<file path="config.mk">
export PLATFORM = sky130hd
export DESIGN_NAME = bitonic_merge_seq
export DESIGN_NICKNAME = d
export VERILOG_FILES = /design/src/rtl/bitonic_merge_seq_pkg.sv /design/src/rtl/bitonic_merge_seq_cmp_exch.sv /design/src/rtl/bitonic_merge_seq.sv
export SDC_FILE = /design/constraint.sdc
export NUM_CORES = 1
export LEC_CHECK = 0
export CAP_MARGIN = 20
export CORE_ASPECT_RATIO = 1.25
export CORE_MARGIN = 2
export CORE_UTILIZATION = 31
export DETAILED_ROUTE_END_ITERATION = 10
export GPL_TIMING_DRIVEN = 0
export REMOVE_ABC_BUFFERS = 1
export SYNTH_ARGS = -nofsm -noshare
export SYNTH_HDL_FRONTEND = slang
export SYNTH_SLANG_ARGS = --single-unit
export TNS_END_PERCENT = 20
</file>
<file path="constraint.sdc">
create_clock -name clk -period 3.45 [get_ports clk]
set_clock_uncertainty 0.15 [all_clocks]
set_input_delay 0.69 -clock clk [delete_from_list [all_inputs] [get_ports clk]]
set_output_delay 0.69 -clock clk [all_outputs]
set_load 0.1 [all_outputs]
</file>
<file path="src/rtl/bitonic_merge_seq_pkg.sv">
// rtl/bitonic_merge_seq_pkg.sv - shared encodings and pass tables for the bitonic merger
// Purpose: FSM state encoding, pass count and the compare-exchange index-pair
//          tables shared by the merger top.
// Ports:   none (package).
package bitonic_merge_seq_pkg;

   typedef enum logic [1:0] {
      ST_IDLE  = 2'd0,
      ST_MERGE = 2'd1,
      ST_DONE  = 2'd2
   } state_t;

   localparam int NUM_PASSES = 3;
   localparam int NUM_ELEMS  = 8;
   localparam int NUM_UNITS  = 4;

   localparam logic [1:0] LAST_PASS = 2'(NUM_PASSES - 1);

   // Lower (0-based) element index handled by each compare-exchange unit.
   // Each row packs unit 3..0 from left to right, 3 bits per unit.
   function automatic logic [2:0] pair_lo(input logic [1:0] pass, input logic [1:0] unit);
      logic [11:0] row;
      case (pass)
         2'd0:    row = {3'd3, 3'd2, 3'd1, 3'd0};
         2'd1:    row = {3'd5, 3'd4, 3'd1, 3'd0};
         default: row = {3'd6, 3'd4, 3'd2, 3'd0};
      endcase
      return row[3*unit +: 3];
   endfunction

   // Higher (0-based) element index handled by each compare-exchange unit.
   function automatic logic [2:0] pair_hi(input logic [1:0] pass, input logic [1:0] unit);
      logic [11:0] row;
      case (pass)
         2'd0:    row = {3'd7, 3'd6, 3'd5, 3'd4};
         2'd1:    row = {3'd7, 3'd6, 3'd3, 3'd2};
         default: row = {3'd7, 3'd5, 3'd3, 3'd1};
      endcase
      return row[3*unit +: 3];
   endfunction

endpackage

</file>
<file path="src/rtl/bitonic_merge_seq_cmp_exch.sv">
// rtl/bitonic_merge_seq_cmp_exch.sv - combinational compare-exchange unit
// Purpose: orders one element pair; ties leave the pair untouched.
// Ports:   a/b  - lower-index / higher-index operands
//          lo/hi - results for the lower-index / higher-index positions
module bitonic_cmp_exch #(
   parameter int WIDTH   = 8,
   parameter int DESCEND = 0
) (
   input  logic [WIDTH-1:0] a,
   input  logic [WIDTH-1:0] b,
   output logic [WIDTH-1:0] lo,
   output logic [WIDTH-1:0] hi
);

   logic swap;

   // Strict compare so equal values never move.
   assign swap = (DESCEND != 0) ? (a < b) : (a > b);
   assign lo   = swap ? b : a;
   assign hi   = swap ? a : b;

endmodule

</file>
<file path="src/rtl/bitonic_merge_seq.sv">
// rtl/bitonic_merge_seq.sv - sequential 8-element bitonic merger, three half-cleaner passes
// Purpose: loads one bitonic vector, resolves it with a shared bank of four
//          compare-exchange units over three cycles, holds the sorted result.
// Ports:   clk, rst_n (sync, active-low)
//          in_valid/in_ready, number_in1..8   - input vector handshake
//          out_valid/out_ready, number_out1..8 - registered sorted vector
module bitonic_merge_seq
   import bitonic_merge_seq_pkg::*;
#(
   parameter int WIDTH   = 8,
   parameter int DESCEND = 0
) (
   input  logic             clk,
   input  logic             rst_n,
   input  logic             in_valid,
   output logic             in_ready,
   input  logic [WIDTH-1:0] number_in1,
   input  logic [WIDTH-1:0] number_in2,
   input  logic [WIDTH-1:0] number_in3,
   input  logic [WIDTH-1:0] number_in4,
   input  logic [WIDTH-1:0] number_in5,
   input  logic [WIDTH-1:0] number_in6,
   input  logic [WIDTH-1:0] number_in7,
   input  logic [WIDTH-1:0] number_in8,
   output logic             out_valid,
   input  logic             out_ready,
   output logic [WIDTH-1:0] number_out1,
   output logic [WIDTH-1:0] number_out2,
   output logic [WIDTH-1:0] number_out3,
   output logic [WIDTH-1:0] number_out4,
   output logic [WIDTH-1:0] number_out5,
   output logic [WIDTH-1:0] number_out6,
   output logic [WIDTH-1:0] number_out7,
   output logic [WIDTH-1:0] number_out8
);

   state_t           state_q, state_n;
   logic [1:0]       pass_q;
   logic             in_ready_q, out_valid_q;
   logic             load, advance;

   logic [WIDTH-1:0] data_q [NUM_ELEMS];
   logic [WIDTH-1:0] data_n [NUM_ELEMS];

   logic [WIDTH-1:0] cx_a  [NUM_UNITS];
   logic [WIDTH-1:0] cx_b  [NUM_UNITS];
   logic [WIDTH-1:0] cx_lo [NUM_UNITS];
   logic [WIDTH-1:0] cx_hi [NUM_UNITS];

   always_comb begin : fsm_next
      state_n = state_q;
      load    = 1'b0;
      advance = 1'b0;
      case (state_q)
         ST_IDLE: begin
            if (in_valid && in_ready_q) begin
               load    = 1'b1;
               state_n = ST_MERGE;
            end
         end
         ST_MERGE: begin
            advance = 1'b1;
            if (pass_q == LAST_PASS) begin
               state_n = ST_DONE;
            end
         end
         ST_DONE: begin
            if (out_ready) begin
               state_n = ST_IDLE;
            end
         end
         default: state_n = ST_IDLE;
      endcase
   end

   // Handshake flags are registered from the next state so that no input
   // port reaches an output port combinationally; in_ready also stays low
   // for as long as reset is held.
   always_ff @(posedge clk) begin : fsm_reg
      if (!rst_n) begin
         state_q     <= ST_IDLE;
         in_ready_q  <= 1'b0;
         out_valid_q <= 1'b0;
      end else begin
         state_q     <= state_n;
         in_ready_q  <= (state_n == ST_IDLE);
         out_valid_q <= (state_n == ST_DONE);
      end
   end

   // Operand routing for the current pass.
   always_comb begin : cx_select
      for (int u = 0; u < NUM_UNITS; u++) begin
         cx_a[u] = data_q[pair_lo(pass_q, 2'(u))];
         cx_b[u] = data_q[pair_hi(pass_q, 2'(u))];
      end
   end

   for (genvar u = 0; u < NUM_UNITS; u++) begin : g_cx
      bitonic_cmp_exch #(
         .WIDTH   (WIDTH),
         .DESCEND (DESCEND)
      ) u_cx (
         .a  (cx_a[u]),
         .b  (cx_b[u]),
         .lo (cx_lo[u]),
         .hi (cx_hi[u])
      );
   end

   always_comb begin : data_next
      for (int i = 0; i < NUM_ELEMS; i++) begin
         data_n[i] = data_q[i];
      end
      if (load) begin
         data_n[0] = number_in1;
         data_n[1] = number_in2;
         data_n[2] = number_in3;
         data_n[3] = number_in4;
         data_n[4] = number_in5;
         data_n[5] = number_in6;
         data_n[6] = number_in7;
         data_n[7] = number_in8;
      end else if (advance) begin
         for (int u = 0; u < NUM_UNITS; u++) begin
            data_n[pair_lo(pass_q, 2'(u))] = cx_lo[u];
            data_n[pair_hi(pass_q, 2'(u))] = cx_hi[u];
         end
      end
   end

   always_ff @(posedge clk) begin : data_reg
      if (!rst_n) begin
         pass_q <= '0;
         for (int i = 0; i < NUM_ELEMS; i++) begin
            data_q[i] <= '0;
         end
      end else begin
         if (load) begin
            pass_q <= '0;
         end else if (advance) begin
            pass_q <= pass_q + 2'd1;
         end
         for (int i = 0; i < NUM_ELEMS; i++) begin
            data_q[i] <= data_n[i];
         end
      end
   end

   assign in_ready    = in_ready_q;
   assign out_valid   = out_valid_q;
   assign number_out1 = data_q[0];
   assign number_out2 = data_q[1];
   assign number_out3 = data_q[2];
   assign number_out4 = data_q[3];
   assign number_out5 = data_q[4];
   assign number_out6 = data_q[5];
   assign number_out7 = data_q[6];
   assign number_out8 = data_q[7];

endmodule

</file>
==> flow_summary.ini <==
[pwr]
power_frac_clock_pct = 14.1
ir_worst_vdd_mv = 0.350
power_frac_comb_pct = 71.2
power_switching_share_pct = 50.9
intPower_mw = 3.50
leakagePower_nw = 4.19
switching_power_mw = 3.62
p_per_area_nw_per_um2 = 642
p_seq_share_pct = 14.7

[die]
fp.dieH_um = 174
die_w_um = 140
io_pins = 134
design.core.area_sq_um = 22800
die_area_sq_um = 24200
start_util_pct = 31.3
rows = 62

[timing]
rsz0062_at_grt = true
worst_pin_slew_ns = 1.24
drv_slew = 0
fin_crit_sh_pct = 114
fin_ws_ns = -0.486
fmax_ghz = 0.254
slew_headroom_pct = 16.8
finalSetupViolations = 64
fin_setup_tns_ns = -21.01
hold_viol_final = 0
fin_crit_ns = 3.94

[cells_and_area]
stdcell_area_sq_um = 11100
final_nets = 1198
n_antenna_cell = 0
drive_above_1_share_pct = 31.8
syn2layout_area_growth_pct = 55.6
n_fill_cell = 2153

[routing]
viasPerCell = 6.64
drt_pass1_iterations = 7
num_vias = 9197
ant_nets = 0
drt_iter0_drc = 1294
drcViolationCount = 0
wirelength_um = 38900
wl_per_cell_um = 28.1

[clock_network]
numCtsBuffers = 9
cts_root_buffer = clkbuf_16
h-tree-depth = 3
cts_buffer_depth = 2
cts_tree = done
ctsHoldBuffers = 0
clkLatencyLatePin_ns = 0.36
clkTransAtPathRegs_ns = 0.07
clkSinkCount = 70

[global_route]
grt_pass1_wl_um = 55200
grt_usage_pct = 30.0
gr-total-overflow = 0
grt_pass1_vias = 8798
grt_max_degree = 74
antenna_found_initial = 0

[synth]
ys_top_cells_by_area = dfxtp_1, mux4_2, ha_1
yosysSeqAreaShare_pct = 19.6
synth_edf_count = 0
synth_most_common_cell = nand2_1
synth_area_sq_um = 7130
yosys-top-cells-count = nand2_1, dfxtp_1, o21ai_0
netlist_instances = 894
yosysTopAreaCell = dfxtp_1
ys_ff_latch = 70
synth_flop_cell = dfxtp_1
yosysTopAreaCellShare_pct = 19.6
async_flop_share_pct = 0
ys_warn_count = 0
syn_area_per_cell_sq_um = 7.98
synth.distinct_cells = 76

[critical_path]
critPathLaunchType = flip-flop
critPathRequiredTime_ns = 3.58
end_kind = flip-flop
critPathArrivalTime_ns = 4.07
crit_type = flip-flop to flip-flop
critPathMaxFanout = 7

[placed_design]
gp_congestion = 0.962
hpwl_um = 22700
port_buffers = 133
placed_cell_area_sq_um = 8630

[worst_hold_path]
worst_hold_path_type = flip-flop to flip-flop

[status]
status = finished with violations
violations = setup timing

[run]
maxCapViolations = 0
## state kept, by name, summed over array words and instances (netlist names)
| register | flops |
|---|---|
| out_valid | 1 |
| pass_q | 2 |
| state_q | 2 |
| data_q | 64 |
| in_ready | 1 |
## stage by stage
step | hold slack (ns) | total power [mW] | instances | setup WS [ns] | util, %
floorplan | 0.303 | 3.19 | 823 | -2.15 | -
global placement | 0.314 | 4.21 | 1244 | -4.74 | 37.2
detailed placement | 0.318 | 4.25 | 1249 | -2.27 | 37.8
CTS | 0.414 | 6.36 | 1339 | -0.437 | 45.5
global route | 0.469 | 7.25 | 1386 | -0.576 | 48.6
finish | 0.420 | 7.12 | 1386 | -0.486 | 48.6
## cells by family (layout without fill, tap and decap cells)
kind of cell / after synthesis / in the layout / share of synthesized area, %
AO/OA/AOI/OAI: 305 / 306 / 30.8
XOR/XNOR: 2 / 2 / 0.246
adder cells (fa/ha/maj): 37 / 37 / 6.49
buffers and inverters: 111 / 308 / 6.93
flip-flops: 70 / 70 / 19.6
multiplexers: 78 / 78 / 17.0
AND/OR/NAND/NOR: 291 / 297 / 18.9
## final timing paths
path | from | to | slack, ns | depth (start not counted)
max reg2reg | pass_q[1]$_SDFFE_PP0P_ | data_q[3][4]$_SDFFE_PN0P_ | -0.49 | 20
min | data_q[7][5]$_SDFFE_PN0P_ | data_q[7][5]$_SDFFE_PN0P_ | 0.42 | 2
max | pass_q[1]$_SDFFE_PP0P_ | data_q[3][4]$_SDFFE_PN0P_ | -0.49 | 20
min reg2reg | data_q[7][5]$_SDFFE_PN0P_ | data_q[7][5]$_SDFFE_PN0P_ | 0.42 | 2
## worst max-delay path: stages (launching register included)
cell and delay (ns):
dfxtp_2 0.33, inv_4 0.11, ha_4 0.17, buf_12 0.12, or2_4 0.21, buf_12 0.15, clkbuf_4 0.21, nand2_1 0.09
a31oi_2 0.27, o21ai_4 0.14, ha_4 0.27, nor2b_4 0.12, o21ai_2 0.18, a21boi_4 0.08, o31ai_4 0.24, buf_12 0.19
buf_6 0.14, mux2i_4 0.30, buf_4 0.16, a221oi_2 0.05, o22ai_1 0.14
## layout by cell type, fill, tap and decap left out, types with 8 or more instances in the layout
| cell type | n |
|---|---|
| a211o_1 | 9 |
| a21o_1 | 16 |
| a21oi_1 | 47 |
| a21oi_2 | 9 |
| a221oi_2 | 8 |
| a31oi_1 | 9 |
| a32o_1 | 11 |
| and3_1 | 15 |
| buf_12 | 13 |
| buf_4 | 84 |
| buf_6 | 12 |
| clkbuf_16 | 9 |
| clkdlybuf4s50_1 | 132 |
| dfxtp_1 | 68 |
| ha_1 | 16 |
| ha_4 | 20 |
| inv_1 | 31 |
| mux2_2 | 13 |
| mux2i_1 | 13 |
| mux2i_4 | 11 |
| mux4_2 | 32 |
| nand2_1 | 104 |
| nand3_1 | 29 |
| nand4_1 | 8 |
| nor2_1 | 53 |
| nor2_4 | 8 |
| nor3_1 | 20 |
| o211ai_1 | 14 |
| o21ai_0 | 46 |
| o22ai_1 | 14 |
| o2bb2ai_1 | 9 |
## layer usage
layer	GRT usage [%]	routed length [um]
met5	0	0
met4	21.3	3050
met3	6.35	4380
met2	47.8	17900
met1	35.9	13600
## power groups by stage
| stage | registers (mW) | clock network [mW] | logic (mW) |
|---|---|---|---|
| global route | 1.05 | 1.02 | 5.17 |
| floorplan | 1.55 | 0 | 1.64 |
| detailed placement | 1.05 | 0 | 3.20 |
| global placement | 1.05 | 0 | 3.16 |
| finish | 1.04 | 1.01 | 5.07 |
| CTS | 1.03 | 1.00 | 4.33 |
## what timing repair did
action | in CTS | in global routing
pin swaps | 54 | 59
setup endpoints to repair | 64 | 64
resized for setup | 135 | 79
cloned | 10 | 2
buffers inserted | 64 | 47
## final cells by class
cell class / count / area (sq um) / share of cell area, %
multi-input cells: 720 / 6300 / 56.8
repair buffers: 252 / 2570 / 23.1
flip-flops and latches: 70 / 1410 / 12.7
well taps: 288 / 360 / 3.25
clock buffers: 9 / 225 / 2.03
inverters: 40 / 159 / 1.43
clock inverters: 7 / 72.6 / 0.654
Power figures use the tool's default switching activity.
